### config.mk
export PLATFORM = sky130hd
export DESIGN_NAME = lstm_seq_ctrl
export DESIGN_NICKNAME = d
export VERILOG_FILES = /design/src/rtl/lstm_ctrl_pkg.sv /design/src/rtl/lstm_layer_seq.sv /design/src/rtl/lstm_seq_ctrl.sv
export SDC_FILE = /design/constraint.sdc
export NUM_CORES = 1
export LEC_CHECK = 0
export CAP_MARGIN = 20
export CORE_ASPECT_RATIO = 1.75
export CORE_MARGIN = 2
export CORE_UTILIZATION = 35
export CTS_BUF_LIST = sky130_fd_sc_hd__clkbuf_4 sky130_fd_sc_hd__clkbuf_8
export CTS_CLUSTER_SIZE = 20
export DETAILED_ROUTE_END_ITERATION = 10
export PLACE_DENSITY = 0.67
export SYNTH_ARGS = -nofsm -noshare
export SYNTH_HDL_FRONTEND = slang
export SYNTH_SLANG_ARGS = --single-unit
export TNS_END_PERCENT = 30
### constraint.sdc
create_clock -name clk -period 5.42 [get_ports clk]
set_input_delay 1.084 -clock clk [delete_from_list [all_inputs] [get_ports clk]]
set_output_delay 1.084 -clock clk [all_outputs]
set_load 0.005 [all_outputs]
### src/rtl/lstm_ctrl_pkg.sv
// rtl/lstm_ctrl_pkg.sv - state codes and sizing helpers shared by the LSTM sequencer
package lstm_ctrl_pkg;

  localparam int ADDR_W = 12;
  localparam int ST_W   = 4;

  typedef logic [ST_W-1:0] state_t;

  localparam logic [ST_W-1:0] S_IDLE   = 4'd0;
  localparam logic [ST_W-1:0] S_ACC1   = 4'd1;
  localparam logic [ST_W-1:0] S_DRAIN1 = 4'd2;
  localparam logic [ST_W-1:0] S_WR1    = 4'd3;
  localparam logic [ST_W-1:0] S_CLR1   = 4'd4;
  localparam logic [ST_W-1:0] S_ACC2   = 4'd5;
  localparam logic [ST_W-1:0] S_DRAIN2 = 4'd6;
  localparam logic [ST_W-1:0] S_WR2    = 4'd7;
  localparam logic [ST_W-1:0] S_CLR2   = 4'd8;
  localparam logic [ST_W-1:0] S_DONE   = 4'd9;

  function automatic int max_int(input int a, input int b);
    return (a > b) ? a : b;
  endfunction

  // Cycles from the first ACC1 cycle up to (not including) DONE.
  function automatic int cycles_per_run(input int ts, input int n_in, input int c1, input int c2);
    return ts * (c1 * (max_int(n_in, c1) + 3) + c2 * (max_int(c1, c2) + 3));
  endfunction

endpackage

### src/rtl/lstm_layer_seq.sv
// rtl/lstm_layer_seq.sv - per-layer k counter plus accumulate enables and read addresses
module lstm_layer_seq
  import lstm_ctrl_pkg::*;
#(
  parameter int N_IN   = 53,
  parameter int N_CELL = 53,
  parameter int ADDR   = ADDR_W
) (
  input  logic            clk_i,
  input  logic            rst_i,
  input  logic            run_i,
  input  logic            clr_i,
  input  logic [ADDR-1:0] t_i,
  input  logic [ADDR-1:0] j_i,
  output logic            acc_x_o,
  output logic            acc_h_o,
  output logic            k_last_o,
  output logic [ADDR-1:0] rd_addr_x_o,
  output logic [ADDR-1:0] rd_addr_w_o,
  output logic [ADDR-1:0] rd_addr_u_o,
  output logic [ADDR-1:0] rd_addr_h_o,
  output logic [ADDR-1:0] rd_addr_b_o
);

  localparam int              K     = max_int(N_IN, N_CELL);
  localparam logic [ADDR-1:0] NIN   = ADDR'(N_IN);
  localparam logic [ADDR-1:0] NCELL = ADDR'(N_CELL);
  localparam logic [ADDR-1:0] KL    = ADDR'(K - 1);

  logic [ADDR-1:0] k_q, k_d;
  logic [ADDR-1:0] kx, ku;

  assign k_last_o = (k_q == KL);

  // k parks on its last value after ACC so addresses stay clamped through drain/write.
  always_comb begin
    k_d = k_q;
    if (clr_i) begin
      k_d = '0;
    end else if (run_i && !k_last_o) begin
      k_d = k_q + ADDR'(1);
    end
  end

  always_ff @(posedge clk_i or posedge rst_i) begin
    if (rst_i) begin
      k_q <= '0;
    end else begin
      k_q <= k_d;
    end
  end

  assign kx = (k_q < NIN)   ? k_q : NIN - ADDR'(1);
  assign ku = (k_q < NCELL) ? k_q : NCELL - ADDR'(1);

  assign acc_x_o = run_i && (k_q < NIN);
  assign acc_h_o = run_i && (k_q < NCELL) && (t_i != '0);

  assign rd_addr_x_o = t_i * NIN + kx;
  assign rd_addr_w_o = j_i * NIN + kx;
  assign rd_addr_u_o = j_i * NCELL + ku;
  // No previous timestep exists at t=0, so the h address rests at zero there.
  assign rd_addr_h_o = (t_i == '0) ? '0 : (t_i - ADDR'(1)) * NCELL + ku;
  assign rd_addr_b_o = j_i;

endmodule

### src/rtl/lstm_seq_ctrl.sv
// rtl/lstm_seq_ctrl.sv - two-layer LSTM sequencing FSM: owns t, j and state, drives strobes/addresses
module lstm_seq_ctrl
  import lstm_ctrl_pkg::*;
#(
  parameter int TIMESTEP    = 7,
  parameter int LAYR1_INPUT = 53,
  parameter int LAYR1_CELL  = 53,
  parameter int LAYR2_CELL  = 8,
  parameter int ADDR        = ADDR_W
) (
  input  logic            clk,
  input  logic            rst,
  input  logic            start,
  output logic            busy,
  output logic            done,
  output logic            clr_1,
  output logic            clr_2,
  output logic            acc_x_1,
  output logic            acc_h_1,
  output logic            acc_x_2,
  output logic            acc_h_2,
  output logic            wr_h1,
  output logic            wr_c1,
  output logic            wr_h2,
  output logic            wr_c2,
  output logic [ADDR-1:0] addr_x1,
  output logic [ADDR-1:0] rd_addr_w_1,
  output logic [ADDR-1:0] rd_addr_u_1,
  output logic [ADDR-1:0] rd_addr_b_1,
  output logic [ADDR-1:0] rd_addr_h1,
  output logic [ADDR-1:0] wr_addr_h1,
  output logic [ADDR-1:0] wr_addr_c1,
  output logic [ADDR-1:0] rd_addr_x2,
  output logic [ADDR-1:0] rd_addr_w_2,
  output logic [ADDR-1:0] rd_addr_u_2,
  output logic [ADDR-1:0] rd_addr_b_2,
  output logic [ADDR-1:0] rd_addr_h2,
  output logic [ADDR-1:0] wr_addr_h2,
  output logic [ADDR-1:0] wr_addr_c2
);

  if (longint'(TIMESTEP) * longint'(LAYR1_INPUT) > (longint'(1) << ADDR)) begin : g_addr_check
    $error("lstm_seq_ctrl: TIMESTEP*LAYR1_INPUT does not fit in ADDR bits");
  end

  localparam logic [ADDR-1:0] C1      = ADDR'(LAYR1_CELL);
  localparam logic [ADDR-1:0] C2      = ADDR'(LAYR2_CELL);
  localparam logic [ADDR-1:0] C1_LAST = ADDR'(LAYR1_CELL - 1);
  localparam logic [ADDR-1:0] C2_LAST = ADDR'(LAYR2_CELL - 1);
  localparam logic [ADDR-1:0] TS_LAST = ADDR'(TIMESTEP - 1);

  state_t          state_q, state_d;
  logic [ADDR-1:0] t_q, t_d;
  logic [ADDR-1:0] j_q, j_d;
  logic            k_last1, k_last2;
  logic            run1, run2;

  assign run1 = (state_q == S_ACC1);
  assign run2 = (state_q == S_ACC2);

  always_comb begin
    state_d = state_q;
    t_d     = t_q;
    j_d     = j_q;
    case (state_q)
      S_IDLE: begin
        if (start) begin
          state_d = S_ACC1;
          t_d     = '0;
          j_d     = '0;
        end
      end
      S_ACC1:   if (k_last1) state_d = S_DRAIN1;
      S_DRAIN1: state_d = S_WR1;
      S_WR1:    state_d = S_CLR1;
      S_CLR1: begin
        if (j_q < C1_LAST) begin
          j_d     = j_q + ADDR'(1);
          state_d = S_ACC1;
        end else begin
          j_d     = '0;
          state_d = S_ACC2;
        end
      end
      S_ACC2:   if (k_last2) state_d = S_DRAIN2;
      S_DRAIN2: state_d = S_WR2;
      S_WR2:    state_d = S_CLR2;
      S_CLR2: begin
        if (j_q < C2_LAST) begin
          j_d     = j_q + ADDR'(1);
          state_d = S_ACC2;
        end else if (t_q < TS_LAST) begin
          t_d     = t_q + ADDR'(1);
          j_d     = '0;
          state_d = S_ACC1;
        end else begin
          j_d     = '0;
          state_d = S_DONE;
        end
      end
      S_DONE: begin
        // Zero the counters so IDLE presents the same address pattern as reset.
        state_d = S_IDLE;
        t_d     = '0;
        j_d     = '0;
      end
      default: state_d = S_IDLE;
    endcase
  end

  always_ff @(posedge clk or posedge rst) begin
    if (rst) begin
      state_q <= S_IDLE;
      t_q     <= '0;
      j_q     <= '0;
    end else begin
      state_q <= state_d;
      t_q     <= t_d;
      j_q     <= j_d;
    end
  end

  assign busy  = (state_q != S_IDLE);
  assign done  = (state_q == S_DONE);
  assign clr_1 = (state_q == S_IDLE) || (state_q == S_CLR1) || (state_q == S_DONE);
  assign clr_2 = (state_q == S_IDLE) || (state_q == S_CLR2) || (state_q == S_DONE);

  assign wr_h1 = (state_q == S_WR1);
  assign wr_c1 = (state_q == S_WR1);
  assign wr_h2 = (state_q == S_WR2);
  assign wr_c2 = (state_q == S_WR2);

  assign wr_addr_h1 = t_q * C1 + j_q;
  assign wr_addr_c1 = t_q * C1 + j_q;
  assign wr_addr_h2 = t_q * C2 + j_q;
  assign wr_addr_c2 = t_q * C2 + j_q;

  lstm_layer_seq #(
    .N_IN  (LAYR1_INPUT),
    .N_CELL(LAYR1_CELL),
    .ADDR  (ADDR)
  ) u_layer1 (
    .clk_i      (clk),
    .rst_i      (rst),
    .run_i      (run1),
    .clr_i      (clr_1),
    .t_i        (t_q),
    .j_i        (j_q),
    .acc_x_o    (acc_x_1),
    .acc_h_o    (acc_h_1),
    .k_last_o   (k_last1),
    .rd_addr_x_o(addr_x1),
    .rd_addr_w_o(rd_addr_w_1),
    .rd_addr_u_o(rd_addr_u_1),
    .rd_addr_h_o(rd_addr_h1),
    .rd_addr_b_o(rd_addr_b_1)
  );

  lstm_layer_seq #(
    .N_IN  (LAYR1_CELL),
    .N_CELL(LAYR2_CELL),
    .ADDR  (ADDR)
  ) u_layer2 (
    .clk_i      (clk),
    .rst_i      (rst),
    .run_i      (run2),
    .clr_i      (clr_2),
    .t_i        (t_q),
    .j_i        (j_q),
    .acc_x_o    (acc_x_2),
    .acc_h_o    (acc_h_2),
    .k_last_o   (k_last2),
    .rd_addr_x_o(rd_addr_x2),
    .rd_addr_w_o(rd_addr_w_2),
    .rd_addr_u_o(rd_addr_u_2),
    .rd_addr_h_o(rd_addr_h2),
    .rd_addr_b_o(rd_addr_b_2)
  );

endmodule

; Yosys cells after proc, flatten, opt, wreduce, memory -nomap -nowiden
; Cells that the tools add are included.
[word_totals]
regBits = 52
out_inout_bits = 180
elab_cells = 91
[op_classes]
n_addsub = 14
mul = 3
magnitude_cmp = 6
eq_ne = 16
muxes = 23
n_reduce_logical = 24
[ops]
columns = op, n
row1 = 12-bit two-way mux, 14
row2 = 12-bit adder, 9
row3 = 12-bit by 1-bit adder with 12-bit output (second input constant), 4
row4 = 12-bit one-hot mux with 4 select lines, 1
row5 = 12-bit by 6-bit less-than comparator with 1-bit output (second input constant), 3
row6 = 12-bit by 6-bit multiplier with 12-bit output (second input constant), 3
row7 = 12-bit one-hot mux with 3 select lines, 1
row8 = 4-bit one-hot mux with 9 select lines, 1
row9 = 12-bit by 6-bit equality test with 1-bit output (second input constant), 2
row10 = 12-bit by 3-bit less-than comparator with 1-bit output (second input constant), 2
row11 = 4-bit two-way mux, 5
row12 = 4-bit by 3-bit equality test with 1-bit output (second input constant), 4
row13 = 12-bit logical NOT, 1
row14 = 12-bit by 4-bit less-than comparator with 1-bit output (second input constant), 1
row15 = 12-bit nonzero test, 1
row16 = 12-bit by 1-bit subtractor with 12-bit output (second input constant), 1
row17 = 2-bit inequality test (second input constant), 5
row18 = 4-bit by 2-bit equality test with 1-bit output (second input constant), 2
row19 = 4-bit equality test (second input constant), 2
row20 = 4-bit nonzero test, 2
row21 = 1-bit logical AND, 7
row22 = 4-bit by 1-bit equality test with 1-bit output (second input constant), 1
row23 = 4-bit logical NOT, 1
row24 = 1-bit logical OR, 4
row25 = 7 further kinds, 9

; Longest topological paths before layout
[logic_depth]
word_depth = 5
mapped_depth = 20
ltp_nobuf = 20

; Modules after synthesis
; From an unflattened synthesis, not the netlist that was laid out.
[unflattened]
hier_cells = 1459
hier_area_um2 = 12618.4
[by_module_without_submodules]
columns = mod, instances, cells_each, area_each_um2, seq_area_each_um2
row1 = lstm_layer_seq at u_layer1, 1, 554, 4936.0, 300.3
row2 = lstm_layer_seq at u_layer2, 1, 520, 4367.9, 300.3
row3 = lstm_seq_ctrl, 1, 385, 3314.4, 700.7

; Least setup slack after synthesis
; OpenSTA, ideal clock, no wires.
[synth_timing]
kind = reg-to-output
from = register t_q[1]
to = output port rd_addr_h1[10]
arrival_time_ps = 4802
required_ps = 4336
setup_slack_ps = -466
stages_incl_launch_ff = 18
cell_sequence = dfrtp_1 > inv_1 > ha_1 > a21boi_0 > o21ai_0 > a21boi_0 > nor3b_1 > xor2_1 > ha_1 > fa_1 > fa_1 > inv_1 > fa_1 > inv_1 > ha_1 > a21oi_1 > or3_1 > a21oi_1
[synth_via]
elab_chain_len = 4
elab_cells_between_ends = 5
[synth_rtl]
columns = item, line_no
row1 = "start, declared", lstm_seq_ctrl.sv:53  ; logic [ADDR-1:0] t_q, t_d;
row2 = "start signal, assigned", lstm_seq_ctrl.sv:118  ; t_q <= t_d;
row3 = 12-bit by 1-bit subtractor with 12-bit output, n/a
row4 = 12-bit by 6-bit multiplier with 12-bit output, lstm_layer_seq.sv:63  ; assign rd_addr_h_o = (t_i == '0) ? '0 : (t_i - ADDR'(1)) * NCELL + ku;
row5 = 12-bit adder, lstm_layer_seq.sv:63
row6 = 12-bit two-way mux (*), lstm_layer_seq.sv:63
row7 = "end, declared", lstm_seq_ctrl.sv:30  ; output logic [ADDR-1:0] rd_addr_h1,
; Every way passes the cells marked *; elsewhere a longest branch is shown, timed or not.

; Worst setup path after layout
[layout_timing]
from = register t_q[1]
to = output port wr_addr_c1[11]
[layout_via]
elab_chain_len = 2
[layout_rtl]
columns = item, line_no
row1 = 12-bit by 6-bit multiplier with 12-bit output, lstm_seq_ctrl.sv:134  ; assign wr_addr_c1 = t_q * C1 + j_q;
row2 = 12-bit adder, lstm_seq_ctrl.sv:134
row3 = "end, declared", lstm_seq_ctrl.sv:32  ; output logic [ADDR-1:0] wr_addr_c1,
; No other way between the ends.

==> results_dict.tcl <==
set metrics [dict create \
    portBuffers 182 \
    maxCapViolCount 0 \
    die_w_um 132.2 \
    hold_start "t_q[11]$_DFFE_PP0P_" \
    avgRoutedWirePerCell_um 16.53 \
    routabilityCongestion 0.8900 \
    period_share_pct 109.3 \
    cts_sinks 52 \
    power.static_leakage_nw 7.128 \
    grt_usage_pct 20.67 \
    drt-pass1-iter-count 5 \
    rows 82 \
    clock_skew_ps 11.90 \
    worstMarginPinSlew_ps 987.5 \
    stdcell_count 1961 \
    hold_end "t_q[11]$_DFFE_PP0P_" \
    final_cell_mix "buf_4, inv_1, ha_1" \
    grt_max_degree 53 \
    die_y_um 228.4 \
    cp.required_ps 4340 \
    cts_buffers 5 \
    r2r-start "state_q[2]$_DFFE_PP0P_" \
    dieArea_um2 30190 \
    period_needed_ps 5923 \
    drtAntennaViolNets 0 \
    diodes 0 \
    placed_cells 1922 \
    r2r_end "t_q[9]$_DFFE_PP0P_" \
    power_density_nw_per_um2 575.6 \
    rrSetupSlack_ps 2750 \
    synthCells 1231 \
    fin_nets 1823 \
    synth.top_cell.area_share_pct 23.24 \
    crit_fanout 4 \
    startpoint_type "flop" \
    multi_input_area_um2 8776 \
    drive_gt1_share_pct 25.52 \
    cts_buffer_depth 2 \
    vias 9759 \
    fin_tns_setup_ps -7046 \
    worst_slack_ps -502.6 \
    grt-ovfl-total 0 \
    synth-seq-cells 52 \
    hold_class "reg2reg" \
    critPathKind "reg2out" \
    area_growth_pct 44.63 \
    core_area_um2 28520 \
    cts-root-buf "clkbuf_8" \
    drt_iter0_markers 310 \
    cp.arrival_ps 4840 \
    netlist_area_um2 10070 \
    synth-async-reset-ratio_pct 100.0 \
    drc_errors 0 \
    setup_violations 27 \
    synth_top_area_cell "ha_1" \
    cts_tree "yes" \
    min_path_cells 2 \
    grt_pass1_vias 10274 \
    grt_pass1_wl_mm 50.27 \
    synthFlopType "dfrtp_1" \
    status "finished with violations" \
    maxSlewHeadroom_pct 34.16 \
    start_util_pct 35.30 \
    routed_via_density 4.977 \
    finalPower_mw 8.381 \
    synth_area_leaders "ha_1, dfrtp_1, fa_1" \
    synth-edff-count 0 \
    hpwl_mm 25.71 \
    seqCellArea_um2 1308 \
    floorplan.io_pins 183 \
    end_kind "output port" \
    htree_levels 2 \
    ys_seq_area_share_pct 12.93 \
    hold_violations 0 \
    reg2regPathDepth 7 \
    clock_latency_ps 330 \
    synth.avg_cell_area_um2 8.178 \
    fillCellCount 2671 \
    dp_slack_ps -617.6 \
    peakVddDrop_mv 0.9243 \
    wirelength_mm 32.41 \
    max_clock_freq_ghz 0.1688 \
    violations "setup timing" \
    final_common_cell "buf_4" \
    antenna_found_initial 0 \
    rsz0062_at_grt "true" \
    path_clk_slew_ps 120 \
    slew_violations 0 \
    hold_slack_ps 560.6 \
    synth.distinct_cells 60 \
    yosys_warnings 0 \
]
-- final cells by class --
cell class / instances / share of cell area [%]
clock buffers: 5 / 0.4726
repair buffers: 373 / 21.96
clock inverters: 3 / 0.1805
well taps: 378 / 3.248
inverters: 186 / 4.881
multi-input cells: 964 / 60.27
flip-flops and latches: 52 / 8.980
-- per-stage QoR --
stage	instance area (µm²)	utilization [%]
finish	14560	51.05
floorplan	10320	-
detailed placement	13330	46.72
CTS	14140	49.57
global placement	13330	46.72
global route	14560	51.05
-- synthesized netlist by cell type, drive strengths merged (17+ instances only) --
| master | count |
|---|---|
| ha | 187 |
| nor2 | 111 |
| nor3 | 33 |
| xor2 | 47 |
| o21ai | 42 |
| o21a | 17 |
| buf | 62 |
| dfrtp | 52 |
| a21oi | 75 |
| fa | 51 |
| nand3 | 20 |
| nor2b | 25 |
| inv | 186 |
| a21o | 19 |
| xnor2 | 86 |
| nand2 | 62 |
-- report_power, final --
group	leakage (nW)	internal, mW	switching, mW
sequential	0.708	0.430	0.0782
combinational	6.38	3.98	3.63
clock	0.0423	0.0946	0.161
-- cell families (layout without fill, tap and decap cells) --
kind of cell	Yosys count	after routing	share of synthesized area [%]
flip-flops	52	52	12.93
multiplexers	8	8	0.8327
buffers and inverters	256	567	11.82
adder cells (fa/ha/maj)	238	238	33.38
AND/OR/NAND/NOR	339	339	16.69
other	2	43	0.07460
XOR/XNOR	133	133	11.57
AO/OA/AOI/OAI	203	203	12.70
-- routing by layer --
layer	global-route usage, %	vias to the layer above	routed length [µm]
met4	15.79	0	2809
met5	0	-	0
met2	41.60	270	18000
met3	1.663	115	891
li1	-	4717	-
met1	18.50	4657	10710
-- registers in the layout, summed over array words and instances (netlist names) --
signal / count
u_layer1.k_q: 12
j_q: 12
state_q: 4
t_q: 12
u_layer2.k_q: 12
-- worst max-delay path, cell delays in order (launching register included) --
cell	delay (ps)
dfrtp_2	420
clkinv_4	100
buf_4	140
buf_6	100
buf_6	110
ha_4	220
buf_6	120
ha_4	250
inv_1	40
fa_1	530
buf_4	120
inv_2	30
ha_4	260
a21oi_2	50
buf_4	130
o211ai_1	260
nor2_1	100
xnor2_1	270
buf_4	180
ha_4	210
nor2_4	90
nor2b_1	60
nor2_1	200
a21oi_2	80
xnor2_2	240
buf_2	160
-- worst max path at each step --
stage,from,depth (start not counted),endpoint
final,t_q[1]$_DFFE_PP0P_,25,wr_addr_c1[11]
after global placement,t_q[1]$_DFFE_PP0P_,18,rd_addr_h1[10]
after CTS,t_q[1]$_DFFE_PP0P_,23,wr_addr_h1[8]
after global routing,t_q[1]$_DFFE_PP0P_,20,rd_addr_h1[10]
after detailed placement,t_q[1]$_DFFE_PP0P_,20,rd_addr_h1[11]
after floorplan,t_q[1]$_DFFE_PP0P_,20,rd_addr_h1[11]
-- what timing repair did --
action,4_1_cts,5_1_grt
gates resized for setup,205,92
buffers inserted,23,11
gates cloned,0,0
pin swaps,84,46
endpoints found under the setup margin,46,49
hold buffers,0,0
(Power assumes the default switching activity.)
